$ cat src/rtl/cpu_mem_pkg.sv
// Shared constants and types for the CPU memory unit: bus widths, address
// map region bounds and the program-loader state encoding.
package cpu_mem_pkg;

   localparam int unsigned DATA_W     = 8;
   localparam int unsigned ADDR_W     = 8;

   localparam logic [7:0]  PROG_BASE  = 8'h00;
   localparam logic [7:0]  PROG_LIMIT = 8'h7F;
   localparam logic [7:0]  RAM_BASE   = 8'h80;
   localparam logic [7:0]  RAM_LIMIT  = 8'hDF;
   localparam logic [7:0]  OUT_BASE   = 8'hE0;
   localparam logic [7:0]  OUT_LIMIT  = 8'hEF;
   localparam logic [7:0]  IN_BASE    = 8'hF0;

   localparam int unsigned PROG_DEPTH = 128;
   localparam int unsigned RAM_DEPTH  = 96;
   localparam int unsigned NUM_PORTS  = 16;

   typedef enum logic [1:0] {
      S_IDLE,
      S_LOADING,
      S_DONE
   } load_state_t;

endpackage

$ cat src/rtl/memory_unit_input_synchronizer.sv
// STAGES-deep flop chain bringing an asynchronous input vector into the clk
// domain; STAGES is expected to be 2 or 3.
module input_synchronizer #(
   parameter int unsigned WIDTH  = 8,
   parameter int unsigned STAGES = 2
) (
   input  logic             clk,
   input  logic             reset,
   input  logic [WIDTH-1:0] d,
   output logic [WIDTH-1:0] q
);

   logic [STAGES*WIDTH-1:0] chain;

   always_ff @(posedge clk or negedge reset) begin
      if (!reset) begin
         chain <= '0;
      end else begin
         chain <= {chain[(STAGES-1)*WIDTH-1:0], d};
      end
   end

   assign q = chain[STAGES*WIDTH-1 -: WIDTH];

endmodule

$ cat src/rtl/memory_unit.sv
// Memory-side responder for the 8-bit CPU: program store, data RAM, 16 output
// and 16 synchronised input ports, plus a program loader. MEMORY_UNIT_FAULT_EN adds fault/fault_addr.
module memory_unit
   import cpu_mem_pkg::*;
#(
   parameter int unsigned DATA_W      = cpu_mem_pkg::DATA_W,
   parameter int unsigned ADDR_W      = cpu_mem_pkg::ADDR_W,
   parameter int unsigned SYNC_STAGES = 2
) (
   input  logic                           clk,
   input  logic                           reset,
   input  logic [ADDR_W-1:0]              address,
   input  logic [DATA_W-1:0]              to_memory,
   input  logic                           write,
   output logic [DATA_W-1:0]              from_memory,
   input  logic [NUM_PORTS*DATA_W-1:0]    port_in,
   output logic [NUM_PORTS*DATA_W-1:0]    port_out,
   input  logic                           prog_load_en,
   input  logic [6:0]                     prog_addr,
   input  logic [DATA_W-1:0]              prog_data,
   output logic                           cpu_hold,
   output logic                           prog_done
`ifdef MEMORY_UNIT_FAULT_EN
   ,
   output logic                           fault,
   output logic [ADDR_W-1:0]              fault_addr
`endif
);

   logic [DATA_W-1:0] prog_mem [PROG_DEPTH];
   logic [DATA_W-1:0] ram      [RAM_DEPTH];
   logic [DATA_W-1:0] out_reg  [NUM_PORTS];
   logic [DATA_W-1:0] in_sync  [NUM_PORTS];

   logic        is_prog, is_ram, is_out, is_in;
   logic [6:0]  prog_idx, ram_idx;
   logic [3:0]  out_idx, in_idx;
   logic [DATA_W-1:0] rd_data;

   load_state_t state_q, state_d;

   // Address decode
   assign is_prog  = (address <= PROG_LIMIT);
   assign is_ram   = (address >= RAM_BASE) && (address <= RAM_LIMIT);
   assign is_out   = (address >= OUT_BASE) && (address <= OUT_LIMIT);
   assign is_in    = (address >= IN_BASE);
   assign prog_idx = 7'(address - PROG_BASE);
   assign ram_idx  = 7'(address - RAM_BASE);
   assign out_idx  = 4'(address - OUT_BASE);
   assign in_idx   = 4'(address - IN_BASE);

   genvar g;
   generate
      for (g = 0; g < NUM_PORTS; g++) begin : g_sync
         input_synchronizer #(
            .WIDTH  (DATA_W),
            .STAGES (SYNC_STAGES)
         ) u_sync (
            .clk   (clk),
            .reset (reset),
            .d     (port_in[g*DATA_W +: DATA_W]),
            .q     (in_sync[g])
         );
      end
   endgenerate

   always_comb begin
      rd_data = '0;
      if (is_prog)     rd_data = prog_mem[prog_idx];
      else if (is_ram) rd_data = ram[ram_idx];
      else if (is_out) rd_data = out_reg[out_idx];
      else if (is_in)  rd_data = in_sync[in_idx];
   end

   // Registered read of the pre-edge array contents gives read-before-write
   always_ff @(posedge clk or negedge reset) begin
      if (!reset) begin
         from_memory <= '0;
      end else begin
         from_memory <= rd_data;
      end
   end

   // Storage arrays are deliberately left out of reset
   always_ff @(posedge clk) begin
      if (prog_load_en) prog_mem[prog_addr] <= prog_data;
      if (write && is_ram) ram[ram_idx] <= to_memory;
   end

   always_ff @(posedge clk or negedge reset) begin
      if (!reset) begin
         for (int unsigned i = 0; i < NUM_PORTS; i++) out_reg[i] <= '0;
      end else if (write && is_out) begin
         out_reg[out_idx] <= to_memory;
      end
   end

   always_comb begin
      port_out = '0;
      for (int unsigned k = 0; k < NUM_PORTS; k++) begin
         port_out[k*DATA_W +: DATA_W] = out_reg[k];
      end
   end

   always_ff @(posedge clk or negedge reset) begin
      if (!reset) begin
         state_q <= S_IDLE;
      end else begin
         state_q <= state_d;
      end
   end

   always_comb begin
      state_d   = state_q;
      prog_done = 1'b0;
      cpu_hold  = prog_load_en;
      unique case (state_q)
         S_IDLE: begin
            if (prog_load_en) state_d = S_LOADING;
         end
         S_LOADING: begin
            cpu_hold = 1'b1;
            if (!prog_load_en) state_d = S_DONE;
         end
         S_DONE: begin
            cpu_hold  = 1'b1;
            prog_done = 1'b1;
            state_d   = prog_load_en ? S_LOADING : S_IDLE;
         end
         default: state_d = S_IDLE;
      endcase
   end

`ifdef MEMORY_UNIT_FAULT_EN
   always_ff @(posedge clk or negedge reset) begin
      if (!reset) begin
         fault      <= 1'b0;
         fault_addr <= '0;
      end else if (write && (is_prog || is_in) && !fault) begin
         fault      <= 1'b1;
         fault_addr <= address;
      end
   end
`else
   // Writes to program or input-port space are simply dropped by the decode
`endif

endmodule
$ cat config.mk
export PLATFORM = sky130hd
export DESIGN_NAME = memory_unit
export DESIGN_NICKNAME = d
export VERILOG_FILES = /design/src/rtl/cpu_mem_pkg.sv /design/src/rtl/memory_unit_input_synchronizer.sv /design/src/rtl/memory_unit.sv
export SDC_FILE = /design/constraint.sdc
export NUM_CORES = 2
export LEC_CHECK = 0
export CAP_MARGIN = 20
export CORE_MARGIN = 8
export CORE_UTILIZATION = 35
export CTS_CLUSTER_DIAMETER = 150
export DETAILED_ROUTE_END_ITERATION = 8
export GPL_TIMING_DRIVEN = 1
export SLEW_MARGIN = 20
export SYNTH_ARGS = -nofsm -noshare
export SYNTH_HDL_FRONTEND = slang
export SYNTH_HIERARCHICAL = 1
export SYNTH_SLANG_ARGS = --single-unit
$ cat constraint.sdc
create_clock -name clk -period 3.4 [get_ports clk]
set_clock_uncertainty 0.1 [all_clocks]
set_input_delay 0.68 -clock clk [delete_from_list [all_inputs] [get_ports clk]]
set_output_delay 0.68 -clock clk [all_outputs]
set_load 0.03 [all_outputs]
# Word-level counts from Yosys, hierarchy flattened
# Memory sizes are Yosys's and may differ from the RTL's.
# Cells that the tools add are included.
# Widths: inputs -> output; s select.
# word_totals
wordCells	85
mem_bits_rw	1792
regBits	394
inputBits	163
n_memories	2
# memory_table
memory	depth	width	read_ports	rd_ports_with_merged_regs	write_ports	line_no	text
prog_mem	128	8	1	0	1	memory_unit.sv:30	logic [DATA_W-1:0] prog_mem [PROG_DEPTH];
ram	96	8	1	0	1	memory_unit.sv:31	logic [DATA_W-1:0] ram [RAM_DEPTH];
# op_classes
n_bitwise	2
add_sub_neg	3
n_eq_ne	4
mux	23
n_lt_le_gt_ge	9
n_reduce_logical	8
# ops
operator	n
$bwmux 128	1
$mux 8	9
$bmux 8 s4	2
$demux 8 s4	1
$ge 8x8->1 const B	3
$le 8x8->1 const B	2
$ge 5x5->1 const B	2
$not 4->5	2
$le 8x7->1 const B	1
$sub 4x1->4 const B	2
$mux 1	7
$sub 7x1->7 const B	1
$pmux 2 s3	1
$logic_and 1x1->1	5
$lt 5x1->1 const B	1
$mux 2	2
$ne 2x2->1 const B	2
$eq 2x1->1 const B	1
$eq 2x2->1 const B	1
$logic_not 2->1	1
$reduce_and 2->1	1
$reduce_or 2->1	1

# Logic depth before layout (Yosys ltp)
# logic_depth
ltp_word	9
ltp_mapped	13

# Cells and area by module
# The synthesis kept the hierarchy.
# by_module_without_submodules
mod	cells_each	area_each_um2	n_inst	seq_area_each_um2
memory_unit	3680	76839.9	1	57264.9
input_synchronizer	24	460.4	16	400.4

# Least setup slack after synthesis
# OpenSTA, ideal clock, no wires.
# synth_path
kind	input to register
start	input port address[2]
end	memory ram[95][0], enable pin
t_required_ns	2.930
arrival_ns	2.721
cell_stages	8
n_path_buf	5
setup_slack_ns	0.208
path_cell_list	clkbuf_1 -> buf_2 -> buf_1 -> buf_2 -> and3_1 -> nand3_1 -> clkbuf_1 -> nor2_1
# synth_between
elab_chain_cells	5
# synth_lines
element	line_no	text
start, declared	memory_unit.sv:12	input logic [ADDR_W-1:0] address,
$ge 8x8->1 / $le 8x8->1 (equally long branches)	memory_unit.sv:44	assign is_ram = (address >= RAM_BASE) && (address <= RAM_LIMIT);
$logic_and 1x1->1	memory_unit.sv:44	
$logic_and 1x1->1	memory_unit.sv:87	if (write && is_ram) ram[ram_idx] <= to_memory;
$mux 1	memory_unit.sv:87	
$mux 1 (not written as such)	memory_unit.sv:87	
end, declared	memory_unit.sv:31	
# Parallel ways exist; a longest one is shown, timed or not.

# Worst setup path in the final report
# layout_path
start	input port address[0]
end	register from_memory[2]
# layout_between
elab_chain_cells	9
# layout_lines
element	line_no	text
$sub 4x1->4	memory_unit.sv:49, memory_unit.sv:50	
$not 4->5 (not written as such)	memory_unit.sv:71, memory_unit.sv:72	
$bmux 8 s4	memory_unit.sv:72	else if (is_in) rd_data = in_sync[in_idx];
$mux 8 (not written as such) (2 in series)	memory_unit.sv:72	
$mux 8	memory_unit.sv:72	
$mux 8	memory_unit.sv:71	else if (is_out) rd_data = out_reg[out_idx];
$mux 8	memory_unit.sv:70	else if (is_ram) rd_data = ram[ram_idx];
$mux 8 *	memory_unit.sv:69	if (is_prog) rd_data = prog_mem[prog_idx];
via rd_data[2]	memory_unit.sv:38	logic [DATA_W-1:0] rd_data;
end signal, assigned	memory_unit.sv:80	from_memory <= rd_data;
end, declared	memory_unit.sv:15	output logic [DATA_W-1:0] from_memory,
# Mark *: on every way through the listed nets, which the timed path passes. The rest lies on a longest branch. The select of a mux whose other input is x is not followed.
# A chain may end at the register's enable or synchronous reset.

==> impl_metrics.py <==
metrics = {
    "worst_setup_path": {
        "critical_path_class": "in2reg",
        "required_ps": 4070,
        "worst-path-max-fanout": 22,
        "critPathLaunchType": "input port",
        "end_kind": "flop",
        "timing.rr.start": "ram[23][7]",
        "critPathArrivalTime_ps": 3800,
        "critPathLaunch": "address[0]",
    },
    "routing": {
        "drc": 0,
        "first_iter_violations": 4187,
        "wire_per_inst_um": 27.1,
        "vias_per_cell": 5.20,
        "dr.pass1.iters": 5,
        "vias": 42900,
        "ant_nets": 0,
        "routed_wl_mm": 224,
    },
    "sta": {
        "tightest_slew_ps": 1050,
        "setup_viol": 0,
        "slew_headroom": 0.296,
        "fin_crit_sh": 0.922,
        "fin_tns_setup_ps": 0,
        "drv_slew": 0,
        "rsz0062_at_grt": "false",
        "max_freq_mhz": 319,
        "hold_violations": 0,
        "holdWs_ps": 130,
        "period_minus_slack_ps": 3130,
    },
    "logic_synthesis": {
        "yosys-top-cells-count": "edfxtp_1 (1792), mux4_2 (479), dfrtp_1 (394)",
        "yosysTopAreaCellShare": 0.639,
        "synthCells": 4064,
        "syn_area_sq_mm": 0.0842,
        "yosysWarnings": 6,
        "syn_area_per_cell_sq_um": 20.7,
        "synthTopCellsByArea": "edfxtp_1 (64%), mux4_2 (13%), dfrtp_1 (12%), mux2_2 (1.9%), buf_4 (1.5%)",
        "synth_top_cell_by_area": "edfxtp_1",
        "synthDistinctLibCells": 60,
        "synth_ff_type": "edfxtp_1",
        "async_reset_ff_frac": 0.180,
        "yosysMostFrequentCell": "edfxtp_1",
        "ys_seq_elements": 2186,
        "synth_fp_nets": 4232,
        "seq_area_frac_synth": 0.756,
        "synth_edf_count": 1792,
    },
    "placed_design": {
        "routabilityCongestion": 0.818,
        "place_hpwl_mm": 148,
        "port_buffers": 300,
        "dp.cells": 7835,
        "post_dp_cell_area_sq_mm": 0.0948,
    },
    "floorplan": {
        "core_sq_mm": 0.240,
        "rows": 180,
        "dieHeight_um": 507,
        "ios": 301,
        "die_area_sq_mm": 0.257,
        "die_w_um": 507,
        "start_util": 0.351,
    },
    "layout": {
        "utilization": 0.428,
        "drive_gt1_frac": 0.322,
        "diodes": 0,
        "final.fill_count": 20700,
        "stdcell_area_sq_mm": 0.103,
        "finalNetCount": 5045,
        "syn2layout_area_growth_pct": 21.9,
        "fin_cells": 8257,
    },
    "global_route": {
        "first_global_vias": 44500,
        "grt-ovfl-total": 0,
        "grt.total_usage": 0.170,
        "grt_max_degree": 129,
        "grt_pass1_wl_mm": 323,
        "grt_antenna_before_repair": 6,
    },
    "cts": {
        "cts_max_level": 4,
        "clock_sinks": 2186,
        "clk_pin_slew_ps": 70,
        "clk_latency_ps": 880,
        "tritoncts": "yes",
        "clockBufferDepth": 3,
        "post-cts-setup-buffers": 0,
        "cts-root-buf": "clkbuf_16",
        "cts_inserted_buffers": 224,
    },
    "hold_path": {
        "min_from": "port_in[68]",
        "hp-class": "in2reg",
    },
    "flow_run": {
        "maxCapViolCount": 0,
    },
    "power": {
        "vdd_drop_max_mv": 0.546,
        "power_leakage_nw": 35.4,
        "power_density_mw_per_mm2": 574,
    },
    "outcome": {
        "status": "complete, no violations",
    },
}
layer usage:
metal	global-route usage	vias to the layer above	wire, um
li1	-	18000	-
met2	0.282	1602	110000
met5	0	-	10
met4	0.0413	2	4990
met3	0.0332	294	15000
met1	0.234	23000	94400
through the flow:
stage                     power [W]  setup slack [ps]
after detailed placement     0.0338              -642
after global routing         0.0607               232
after floorplan              0.0318               208
after global placement       0.0338              -650
after CTS                    0.0595              8.92
final                        0.0589               266
registers in the layout, summed over array words and instances, names as in the netlist:
name	cells
from_memory	8
g_sync.u_sync/chain	256
port_out	128
prog_mem	1024
ram	768
state_q	2
final cells by class:
| class | count | area, sq um | area share |
|---|---|---|---|
| multi-input cells | 1528 | 18300 | 0.178 |
| flip-flops and latches | 2186 | 63700 | 0.620 |
| clock buffers | 276 | 5990 | 0.0583 |
| well taps | 3185 | 3990 | 0.0388 |
| inverters | 4 | 15.0 | 0.000146 |
| repair buffers | 933 | 8780 | 0.0855 |
| clock inverters | 145 | 1880 | 0.0183 |
path summary, 6_finish.rpt:
check,slack (ps),cells after the start,to
min reg2reg,220,0,g_sync[9].u_sync/chain[11]
min in group asynchronous,280,2,g_sync[10].u_sync/chain[2]
min,130,1,g_sync[8].u_sync/chain[4]
max,270,12,from_memory[2]
max in group asynchronous,1990,3,g_sync[1].u_sync/chain[6]
max reg2reg,630,7,from_memory[7]
layout by cell type (no fill, tap or decap), types with 27 or more instances in the layout:
cell / synthesis / final
edfxtp_1: 1792 / 1792
buf_4: 165 / 564
mux4_2: 479 / 479
dfrtp_1: 394 / 394
clkdlybuf4s50_1: 0 / 275
nor2_1: 264 / 263
clkbuf_16: 0 / 229
mux2_2: 141 / 141
mux2i_1: 121 / 121
a22oi_1: 110 / 110
nand2_1: 102 / 102
buf_12: 2 / 84
a21oi_1: 58 / 58
clkbuf_1: 95 / 39
clkinv_2: 0 / 39
clkinv_1: 1 / 37
bufinv_16: 0 / 32
nand3_1: 27 / 27
worst max-delay path, stage by stage:
cell and delay (ps):
buf_8 230, buf_4 240, buf_12 220, buf_4 220
mux4_2 510, mux2i_1 730, buf_4 240, nor2_1 50
buf_4 170, o22ai_1 130, nor4_1 80, a32o_1 230
report_power, final:
group          switching [W]  internal (W)
logic                0.00215       0.00158
clock network         0.0106        0.0151
registers           0.000183        0.0293
cells by family (layout without fill, tap and decap cells):
kind of cell | Yosys count | in the layout | synth area share
buffers and inverters | 350 | 1358 | 0.0267
adder cells (fa/ha/maj) | 5 | 5 | 0.000743
flip-flops | 2186 | 2186 | 0.756
AO/OA/AOI/OAI | 280 | 280 | 0.0231
multiplexers | 766 | 766 | 0.169
AND/OR/NAND/NOR | 477 | 477 | 0.0241
what timing repair did:
item / CTS / global route
resized for setup: 0 / 1
endpoints found under the setup margin: 0 / 1
endpoints found under the hold margin: 59 / 0
hold buffers: 1 / 0
(Power assumes the default switching activity.)
